==> src/rtl/lpc_defines.sv <==
// Shared definitions for the LPC peripheral target: cycle codes, SYNC codes, FSM states.
package lpc_defines;

  localparam logic [3:0] LPC_START  = 4'b0000;

  // Cycle type as carried on LAD[3:1] in the nibble after START
  localparam logic [2:0] CYC_IO_RD  = 3'b000;
  localparam logic [2:0] CYC_IO_WR  = 3'b001;
  localparam logic [2:0] CYC_MEM_RD = 3'b010;
  localparam logic [2:0] CYC_MEM_WR = 3'b011;

  localparam logic [3:0] SYNC_READY = 4'b0000;
  localparam logic [3:0] SYNC_LWAIT = 4'b0110;
  localparam logic [3:0] SYNC_ERR   = 4'b1010;

  localparam int unsigned STATE_W = 4;

  typedef enum logic [STATE_W-1:0] {
    StIdle,
    StStart,
    StAddr,
    StWdata,
    StTar1,
    StTar2,
    StSync,
    StRdata1,
    StRdata2,
    StPtar1,
    StPtar2,
    StIgnore
  } lpc_state_e;

  // States in which the target owns LAD
  function automatic logic lad_driven(lpc_state_e s);
    return (s == StSync) || (s == StRdata1) || (s == StRdata2) || (s == StPtar1);
  endfunction

endpackage

==> src/rtl/lpc_sync_ctrl.sv <==
// SYNC nibble generation: latches the back-end answer, counts long-wait nibbles and
// flags the timeout.
module lpc_sync_ctrl
  import lpc_defines::*;
#(
  parameter int unsigned SYNC_TIMEOUT = 8
) (
  input  logic       clk_i,
  input  logic       nrst_i,
  input  logic       clr_i,     // new cycle framing: forget the previous answer
  input  logic       sel_i,     // a SYNC nibble is being issued at this edge
  input  logic       req_i,     // back-end request currently outstanding
  input  logic       ack_i,
  input  logic       err_i,
  input  logic [7:0] rdata_i,
  output logic [3:0] nib_o,
  output logic       done_o,    // final (ready/error) nibble already issued
  output logic       tmo_o,
  output logic [7:0] rdata_o
);

  localparam int unsigned CntW = $clog2(SYNC_TIMEOUT + 1);
  localparam logic [CntW-1:0] CntMax = CntW'(SYNC_TIMEOUT);

  logic            ack_q, ack_d;
  logic            err_q, err_d;
  logic            done_q, done_d;
  logic [7:0]      rdata_q, rdata_d;
  logic [CntW-1:0] cnt_q, cnt_d;

  logic ack_now, ack_seen, err_seen, at_max;

  // An ack sampled on this very edge already counts, so a zero-wait answer gives READY first
  assign ack_now  = req_i & ack_i;
  assign ack_seen = ack_q | ack_now;
  assign err_seen = ack_q ? err_q : err_i;
  assign at_max   = (cnt_q == CntMax);

  assign tmo_o   = sel_i & ~ack_seen & at_max;
  assign done_o  = done_q;
  assign rdata_o = rdata_q;

  // SYNC nibble selection
  always_comb begin
    nib_o = SYNC_LWAIT;
    if (ack_seen) begin
      nib_o = err_seen ? SYNC_ERR : SYNC_READY;
    end else if (at_max) begin
      nib_o = SYNC_ERR;
    end
  end

  // Ack latch and wait counter next state
  always_comb begin
    ack_d   = ack_q;
    err_d   = err_q;
    rdata_d = rdata_q;
    cnt_d   = cnt_q;
    done_d  = done_q;
    if (clr_i) begin
      ack_d  = 1'b0;
      err_d  = 1'b0;
      cnt_d  = '0;
      done_d = 1'b0;
    end else begin
      if (ack_now) begin
        ack_d   = 1'b1;
        err_d   = err_i;
        rdata_d = rdata_i;
      end
      if (sel_i) begin
        if (ack_seen) begin
          done_d = 1'b1;
        end else if (at_max) begin
          done_d  = 1'b1;
          rdata_d = 8'hFF;
        end else begin
          cnt_d = cnt_q + 1'b1;
        end
      end
    end
  end

  // State registers
  always_ff @(posedge clk_i or negedge nrst_i) begin
    if (!nrst_i) begin
      ack_q   <= 1'b0;
      err_q   <= 1'b0;
      rdata_q <= 8'h00;
      cnt_q   <= '0;
      done_q  <= 1'b0;
    end else begin
      ack_q   <= ack_d;
      err_q   <= err_d;
      rdata_q <= rdata_d;
      cnt_q   <= cnt_d;
      done_q  <= done_d;
    end
  end

endmodule

==> src/rtl/lpc_periph_io.sv <==
// LPC peripheral target with req/ack back-end. Optional memory cycles: LPC_MEM_CYCLES_EN.
module lpc_periph_io
  import lpc_defines::*;
#(
  parameter logic [15:0] DEC_BASE     = 16'h0080,
  parameter logic [15:0] DEC_MASK     = 16'hFFFF,
  parameter int unsigned SYNC_TIMEOUT = 8,
  parameter logic [31:0] MEM_BASE     = 32'hFED4_0000,
  parameter logic [31:0] MEM_MASK     = 32'hFFFF_F000
) (
  input  logic        clk_i,
  input  logic        nrst_i,
  input  logic        lframe_i,
  input  logic [3:0]  lad_i,
  output logic [3:0]  lad_o,
  output logic        lad_oe_o,
  output logic        per_req_o,
  output logic        per_wr_o,
  output logic        per_mem_o,
  output logic [31:0] per_addr_o,
  output logic [7:0]  per_wdata_o,
  input  logic [7:0]  per_rdata_i,
  input  logic        per_ack_i,
  input  logic        per_err_i,
  output logic        busy_o
);

  lpc_state_e  state_q, state_d;
  logic [2:0]  nib_q, nib_d;
  logic        wr_q, wr_d;
  logic [31:0] addr_q, addr_d;
  logic [7:0]  wdata_q, wdata_d;
  logic        req_q, req_d;
  logic [3:0]  lad_q, lad_d;
  logic        oe_q, oe_d;
  logic        busy_q, busy_d;

`ifdef LPC_MEM_CYCLES_EN
  logic mem_q, mem_d;
`else
  logic mem_q;
  assign mem_q = 1'b0;
`endif

  logic [3:0]  sync_nib;
  logic        sync_done, sync_tmo;
  logic [7:0]  sync_rdata;
  logic [15:0] io_addr;
  logic [31:0] mem_addr;
  logic        hit;

  // Address including the nibble on LAD now, for the decision on the last ADDR nibble
  assign io_addr  = {addr_q[11:0], lad_i};
  assign mem_addr = {addr_q[27:0], lad_i};
  assign hit      = mem_q ? ((mem_addr & MEM_MASK) == MEM_BASE)
                          : ((io_addr & DEC_MASK) == DEC_BASE);

  lpc_sync_ctrl #(
    .SYNC_TIMEOUT (SYNC_TIMEOUT)
  ) u_sync (
    .clk_i   (clk_i),
    .nrst_i  (nrst_i),
    .clr_i   (~lframe_i),
    .sel_i   (state_d == StSync),
    .req_i   (req_q),
    .ack_i   (per_ack_i),
    .err_i   (per_err_i),
    .rdata_i (per_rdata_i),
    .nib_o   (sync_nib),
    .done_o  (sync_done),
    .tmo_o   (sync_tmo),
    .rdata_o (sync_rdata)
  );

  // Cycle decode FSM; LFRAME# low overrides every state
  always_comb begin
    state_d = state_q;
    nib_d   = nib_q;
    wr_d    = wr_q;
    addr_d  = addr_q;
    wdata_d = wdata_q;
`ifdef LPC_MEM_CYCLES_EN
    mem_d   = mem_q;
`endif
    if (!lframe_i) begin
      state_d = (lad_i == LPC_START) ? StStart : StIdle;
    end else begin
      case (state_q)
        StStart: begin
          nib_d  = '0;
          addr_d = '0;
          if (lad_i[3:1] == CYC_IO_RD || lad_i[3:1] == CYC_IO_WR) begin
            state_d = StAddr;
            wr_d    = lad_i[1];
`ifdef LPC_MEM_CYCLES_EN
            mem_d   = 1'b0;
          end else if (lad_i[3:1] == CYC_MEM_RD || lad_i[3:1] == CYC_MEM_WR) begin
            state_d = StAddr;
            wr_d    = lad_i[1];
            mem_d   = 1'b1;
`else
          end else if (lad_i[3:1] == CYC_MEM_RD || lad_i[3:1] == CYC_MEM_WR) begin
            // memory cycles are not claimed in this build
            state_d = StIgnore;
`endif
          end else begin
            state_d = StIgnore;
          end
        end
        StAddr: begin
          addr_d = {addr_q[27:0], lad_i};
          nib_d  = nib_q + 3'd1;
          if (nib_q == (mem_q ? 3'd7 : 3'd3)) begin
            nib_d = '0;
            if (!hit)      state_d = StIgnore;
            else if (wr_q) state_d = StWdata;
            else           state_d = StTar1;
          end
        end
        StWdata: begin
          if (nib_q == 3'd0) begin
            wdata_d = {wdata_q[7:4], lad_i};
            nib_d   = 3'd1;
          end else begin
            wdata_d = {lad_i, wdata_q[3:0]};
            state_d = StTar1;
          end
        end
        StTar1:   state_d = StTar2;
        StTar2:   state_d = StSync;
        StSync:   if (sync_done) state_d = wr_q ? StPtar1 : StRdata1;
        StRdata1: state_d = StRdata2;
        StRdata2: state_d = StPtar1;
        StPtar1:  state_d = StPtar2;
        StPtar2:  state_d = StIdle;
        StIdle, StIgnore: state_d = state_q;
        default:  state_d = StIdle;
      endcase
    end
  end

  // Registered outputs derived from the next state
  always_comb begin
    req_d = req_q;
    if (!lframe_i) begin
      req_d = 1'b0;
    end else if (state_d == StTar1 && state_q != StTar1) begin
      req_d = 1'b1;
    end else if ((req_q && per_ack_i) || sync_tmo) begin
      req_d = 1'b0;
    end

    lad_d = 4'hF;
    case (state_d)
      StSync:   lad_d = sync_nib;
      StRdata1: lad_d = sync_rdata[3:0];
      StRdata2: lad_d = sync_rdata[7:4];
      default:  lad_d = 4'hF;
    endcase

    oe_d   = lad_driven(state_d);
    busy_d = (state_d != StIdle) && (state_d != StIgnore);
  end

  // State and output registers
  always_ff @(posedge clk_i or negedge nrst_i) begin
    if (!nrst_i) begin
      state_q <= StIdle;
      nib_q   <= '0;
      wr_q    <= 1'b0;
      addr_q  <= '0;
      wdata_q <= '0;
      req_q   <= 1'b0;
      lad_q   <= 4'hF;
      oe_q    <= 1'b0;
      busy_q  <= 1'b0;
    end else begin
      state_q <= state_d;
      nib_q   <= nib_d;
      wr_q    <= wr_d;
      addr_q  <= addr_d;
      wdata_q <= wdata_d;
      req_q   <= req_d;
      lad_q   <= lad_d;
      oe_q    <= oe_d;
      busy_q  <= busy_d;
    end
  end

`ifdef LPC_MEM_CYCLES_EN
  // Memory-cycle flag
  always_ff @(posedge clk_i or negedge nrst_i) begin
    if (!nrst_i) mem_q <= 1'b0;
    else         mem_q <= mem_d;
  end
`endif

  assign lad_o       = lad_q;
  assign lad_oe_o    = oe_q;
  assign per_req_o   = req_q;
  assign per_wr_o    = wr_q;
  assign per_mem_o   = mem_q;
  assign per_addr_o  = addr_q;
  assign per_wdata_o = wdata_q;
  assign busy_o      = busy_q;

endmodule

==> config.mk <==
export PLATFORM = sky130hd
export DESIGN_NAME = lpc_periph_io
export DESIGN_NICKNAME = d
export VERILOG_FILES = /design/src/rtl/lpc_defines.sv /design/src/rtl/lpc_sync_ctrl.sv /design/src/rtl/lpc_periph_io.sv
export SDC_FILE = /design/constraint.sdc
export NUM_CORES = 1
export LEC_CHECK = 0
export CORE_AREA = 2 2 96 98
export DETAILED_ROUTE_END_ITERATION = 16
export DIE_AREA = 0 0 98 100
export PLACE_DENSITY = 0.64
export REMOVE_ABC_BUFFERS = 1
export SETUP_SLACK_MARGIN = 0.05
export SYNTH_ARGS = -nofsm -noshare
export SYNTH_HDL_FRONTEND = slang
export SYNTH_HIERARCHICAL = 1
export SYNTH_SLANG_ARGS = --single-unit
==> constraint.sdc <==
create_clock -name clk_i -period 3.3 [get_ports clk_i]
set_clock_uncertainty 0.15 [all_clocks]
set_input_delay 0.66 -clock clk_i [delete_from_list [all_inputs] [get_ports clk_i]]
set_output_delay 0.66 -clock clk_i [all_outputs]
set_load 0.1 [all_outputs]
# Word-level counts from Yosys, hierarchy flattened
# Index checks and enable logic that the tools add are counted.
# W data, S select, Z words.
totals:
  input_bits: 17
  elab_cells: 112
  reg_bits: 70
  out_inout_bits: 49
classes:
  muxes: 38
  eq_ne: 28
  bitwise_logic: 6
  reduce_logical: 23
  n_addsub: 2
ops:
  columns: ["operator", "count"]
  rows:
  - ["$pmux W32 S2", 1]
  - ["$mux W4", 14]
  - ["$pmux W4 S10", 1]
  - ["$mux W8", 4]
  - ["$eq A4 B3 Y1 const B", 7]
  - ["$eq A4 B4 Y1 const B", 6]
  - ["$eq A16 B8 Y1 const B", 1]
  - ["$reduce_and A3 Y1", 5]
  - ["$mux W1", 13]
  - ["$pmux W4 S3", 1]
  - ["$mux W3", 3]
  - ["$pmux W3 S3", 1]
  - ["$eq A4 B2 Y1 const B", 2]
  - ["$logic_not A4 Y1", 2]
  - ["$logic_not A3 Y1", 2]
  - ["$ne A2 B2 Y1 const B", 3]
  - ["$ne A3 B1 Y1 const B", 2]
  - ["$logic_or A1 B1 Y1", 5]
  - ["$add A4 B1 Y4 const B", 1]
  - ["$eq A4 B1 Y1 const B", 1]
  - ["$ne A2 B1 Y1 const B", 2]
  - ["$ne A4 B3 Y1 const B", 1]
  - ["$ne A4 B4 Y1 const B", 1]
  - ["$reduce_and A2 Y1", 2]
  - ["other kinds (11)", 16]

# Longest topological paths before layout
logic_depth:
  word_depth: 12
  depth_mapped: 13
  ltp_nobuf: 12

# Cells and area by module
# The synthesis kept the hierarchy.
modules_own_cells:
  columns: ["module", "cells_per_inst", "seq_area_each_um2", "instances", "area_per_inst_um2"]
  rows:
  - ["lpc_periph_io", 270, 1381.3, 1, 2621.3]
  - ["lpc_sync_ctrl", 88, 375.4, 1, 768.2]

# Worst setup path before layout
# OpenSTA, ideal clock, no wires.
synth_timing:
  path_kind: "reg2reg"
  start: "register addr_q[3] (netlist: per_addr_o[3])"
  end: "register u_sync.cnt_q[3]"
  setup_ns: 0.078
  t_required_ns: 3.072
  path_slack_ns: 0.093
  path_buffers: 1
  synth_period_minus_slack_ns: 3.207
  arrival_ns: 2.980
  path_stages_with_launch: 11
  path_cell_list: "dfrtp_1 nor4b_2 nand4_2 o211ai_1 a21oi_1 a21o_1 buf_4 nor2_1 inv_1 or4_1 a21oi_1"
synth_via:
  elab_chain_cells: 8
synth_rtl:
  columns: ["item", "line_no", "source"]
  rows:
  - ["start, declared", "lpc_periph_io.sv:31", "logic [31:0] addr_q, addr_d;"]
  - ["start signal, assigned", "lpc_periph_io.sv:181", "addr_q <= addr_d;"]
  - ["$eq A16 B8 Y1", "lpc_periph_io.sv:56", ": ((io_addr & DEC_MASK) == DEC_BASE);"]
  - ["$mux W4", "lpc_periph_io.sv:115", "if (!hit) state_d = StIgnore;"]
  - ["$mux W4", "lpc_periph_io.sv:113", "if (nib_q == (mem_q ? 3'd7 : 3'd3)) begin"]
  - ["$pmux W4 S10", "lpc_periph_io.sv:88", "case (state_q)"]
  - ["$mux W4", "lpc_periph_io.sv:85", "if (!lframe_i) begin"]
  - ["named net state_d[0]", "lpc_periph_io.sv:28", "lpc_state_e state_q, state_d;"]
  - ["$eq A4 B3 Y1", "lpc_periph_io.sv:64", ".sel_i (state_d == StSync),"]
  - ["$ne A2 B1 Y1 (no source line)", null, null]
  - ["$reduce_and A3 Y1 (no source line)", null, null]
  - ["end signal, assigned", "lpc_sync_ctrl.sv:96", "cnt_q <= cnt_d;"]
  - ["end, declared", "lpc_sync_ctrl.sv:29", "logic [CntW-1:0] cnt_q, cnt_d;"]
# The timed path passes the listed nets, and every way through them passes these cells.
# A chain may end at the register's enable or synchronous reset.

# Worst setup path in the final report
layout_timing:
  start: "input port lad_i[2]"
  end: "register u_sync.cnt_q[3]"
layout_via:
  elab_chain_cells: 8
  elab_cells_between_ends: 14
  classes_between: "4 x eq/ne; 6 x mux; 4 x reduce/logical"
layout_rtl:
  columns: ["item", "line_no", "source"]
  rows:
  - ["start, declared", "lpc_periph_io.sv:14", "input logic [3:0] lad_i,"]
  - ["$eq A16 B8 Y1 (tied with other cells)", "lpc_periph_io.sv:56", null]
  - ["$mux W4 or $logic_or A1 B1 Y1 (tied branches)", "lpc_periph_io.sv:115, lpc_periph_io.sv:92", null]
  - ["$mux W4, on equally long branches", "lpc_periph_io.sv:113, lpc_periph_io.sv:92", null]
  - ["$pmux W4 S10", "lpc_periph_io.sv:88", null]
  - ["$mux W4 *", "lpc_periph_io.sv:85", null]
  - ["$eq A4 B3 Y1 *", "lpc_periph_io.sv:64", null]
  - ["$ne A2 B1 Y1 (no source line) *", null, null]
  - ["$reduce_and A3 Y1 (no source line) *", null, null]
# Every way passes the cells marked *; elsewhere a longest branch is shown, timed or not.

==> out/metrics.csv <==
stage;metric;value;unit
critical_path;reg2reg_depth;9;
cells_and_area;utilization;0.483;
critical_path;path_class;in -> reg;
global_route;grt_pass1_wl;13600;um
floorplan;die_width;98;um
logic_synthesis;netlist_top_cells_count;nand2_1, dfrtp_1, o21ai_0, nor2_1, a21oi_1;
logic_synthesis;ys_top_cells_by_area;dfrtp_1, nand2_1, o21ai_0, mux2_2, dfstp_2;
clocking;clk_latency;350;ps
route;drc;0;
placement;gp_routability_congestion;0.885;
floorplan;dieArea;9800;um2
clocking;clk_pin_slew;80;ps
timing;worst_hold_slack;222;ps
route;wl;7910;um
clocking;postCtsSetupBuffers;0;
critical_path;crit_chain;clkdlybuf4s50_1 -> nor4_4 -> nand4_2 -> o211ai_1 -> a21oi_1 -> a21o_1 -> nor2_1 -> inv_1 -> or4_1 -> a21oi_1;
cells_and_area;regArea;1760;um2
global_route;antenna_found_initial;0;
route;viasPerCell;5.11;
critical_path;cp_top_family;simple AND/OR/NAND/NOR gates;
pwr;irDropWorstVdd;0.452;mV
cells_and_area;multiInputGateArea;1500;um2
outcome;outcome;completed;
logic_synthesis;ys_ff_latch;70;
floorplan;boundaryPins;66;
logic_synthesis;synth_edf_count;0;
clocking;cts_max_level;3;
route;ant_nets;0;
logic_synthesis;yosysTopAreaCell;dfrtp_1;
global_route;grt_usage;0.170;
hold_path;min_path_type;in -> async;
clocking;cts_tree;done;
critical_path;cp.depth;10;
floorplan;fp.dieH;100;um
critical_path;worstPathArrival;3090;ps
global_route;grt_max_degree;65;
cells_and_area;antennaDiodeCount;0;
route;drt_iter0_drc;155;
timing;worst_slew_pin_slew;753;ps
critical_path;start_kind;primary input;
logic_synthesis;synth_area_per_cell;9.47;um2
global_route;first_global_vias;2748;
timing;final_max_slew_viol_count;0;
cells_and_area;stdcell_count;545;
timing;slew_headroom;0.498;
logic_synthesis;yosys_warnings;6;
clocking;root_buffer;clkbuf_8;
placement;port_buffers;64;
critical_path;cp_num_buf_inv;2;
logic_synthesis;yosysTopAreaCellShare;0.487;
clocking;numCtsBuffers;9;
timing;fmax;337;MHz
critical_path;cpPeakStageDelay;520;ps
timing;min_period_over_period;0.900;
logic_synthesis;synthArstFlopShare;1.00;
clocking;cts.sinks;70;
route;via_count;2786;
cells_and_area;syn2layout_area_growth;26.7;%
cells_and_area;fillers;849;
pwr;power;2.87;mW
clocking;post_cts_resized;0;
global_route;grt_overflow;0;
timing;period_needed;2970;ps
placement;hpwlAfterDp;5580;um
logic_synthesis;synthMostInstantiatedCell;nand2_1;
timing;rsz0062_at_grt;no;
critical_path;slowest_stage;clkdlybuf4s50_1;
logic_synthesis;ys.flop_type;dfrtp_1;
clocking;holdBufCountCts;0;
clocking;clock_path_buffers;2;
cells_and_area;fin_nets;450;
logic_synthesis;ys_types;56;
floorplan;rows;35;
critical_path;cp_max_fo;5;
floorplan;start_util;0.381;
pwr;pwr_density_cell;668;nW/um2
pwr;p_leak;1.95;nW
critical_path;cp_common_cell;a21oi_1;
flow_run;maxCapViolCount;0;
logic_synthesis;seq_area_frac_synth;0.518;
logic_synthesis;netlist_instances;358;
cells_and_area;drive_gt1_frac;0.247;
timing;finalHoldViolCount;0;
critical_path;endpoint_kind;flop;
floorplan;core-area;8890;um2
route;firstDrtPassIters;4;
logic_synthesis;synth_area;3390;um2
timing;setup-violations-final;0;
timing;fin_tns_setup;0;ps
critical_path;required;3420;ps
placement;dp.cells;529;
route;wl_per_cell;14.5;um
registers in the layout (all words and copies together) (netlist names):
name / flops
busy_o: 1
lad_o: 4
lad_oe_o: 1
nib_q: 3
per_addr_o: 32
per_req_o: 1
per_wdata_o: 8
per_wr_o: 1
state_q: 4
u_sync/ack_q: 1
u_sync/cnt_q: 4
u_sync/done_o: 1
u_sync/err_q: 1
u_sync/rdata_o: 8
worst paths after layout:
| check | endpoint | start | slack (ps) |
|---|---|---|---|
| worst min register to register | per_addr_o[24]$_DFFE_PN0P_ | per_addr_o[20]$_DFFE_PN0P_ | 360 |
| worst max register to register | u_sync/cnt_q[3]$_DFFE_PN0P_ | per_addr_o[8]$_DFFE_PN0P_ | 640 |
| min in group clk_i | per_addr_o[24]$_DFFE_PN0P_ | per_addr_o[20]$_DFFE_PN0P_ | 360 |
| worst min-delay path | per_addr_o[18]$_DFFE_PN0P_ | nrst_i | 220 |
| worst max-delay path | u_sync/cnt_q[3]$_DFFE_PN0P_ | lad_i[2] | 330 |
| max in group asynchronous | lad_o[0]$_DFF_PN1_ | nrst_i | 2040 |
layer usage:
layer | track usage | wire, um | share of wire | vias up
li1 | - | - | - | 1378
met1 | 0.233 | 3750 | 0.47 | 1350
met2 | 0.270 | 3820 | 0.48 | 51
met3 | 0.0383 | 271 | 0.034 | 7
met4 | 0.0566 | 68 | 0.0086 | 0
met5 | 0 | 0 | 0 | -
cells in the final DEF (no fill, tap or decap), drive strengths merged, types with 5 or more instances in the layout:
cell	n
nand2	79
dfrtp	66
buf	63
o21ai	36
nor2	26
a21oi	20
clkdlybuf4s50	15
inv	14
o22ai	13
mux2	11
clkbuf	10
nor2b	5
and2	5
mux2i	5
metrics by stage:
step | setup WS [ps] | cell area (um2)
global placement | 37.2 | 4100
global route | 141 | 4300
floorplan | 120 | 3310
detailed placement | -28.5 | 4100
CTS | 335 | 4300
finish | 329 | 4300
worst register-to-register path: stages (launching register included):
cell      delay (ps)
dfrtp_1          430
nor4_2           380
nand4_2          230
o211ai_1         230
a21oi_1           90
a21o_1           160
nor2_1           140
inv_1            110
or4_1            520
a21oi_1          150
power by group:
| group | leakage, nW | total, mW | switching (mW) | internal [mW] |
|---|---|---|---|---|
| clock | 0.0931 | 0.694 | 0.339 | 0.354 |
| sequential | 0.954 | 1.07 | 0.109 | 0.957 |
| combinational | 0.906 | 1.11 | 0.855 | 0.255 |
| total | 1.95 | 2.87 | 1.30 | 1.57 |
area by class of cell:
class / count / area share
Multi-Input combinational cell: 256 / 0.350
Clock inverter: 6 / 0.0166
Timing Repair Buffer: 78 / 0.150
Tap cell: 111 / 0.0323
Sequential cell: 70 / 0.409
Inverter: 14 / 0.0122
Clock buffer: 10 / 0.0297
cell families after synthesis:
group / share of synthesized area
buffers and inverters: 0.0399
multiplexers: 0.0524
XOR/XNOR: 0.00258
flip-flops: 0.518
adder cells (fa/ha/maj): 0.0148
AO/OA/AOI/OAI: 0.170
AND/OR/NAND/NOR: 0.200
other: 0.00222
Power figures use the tool's default switching activity.
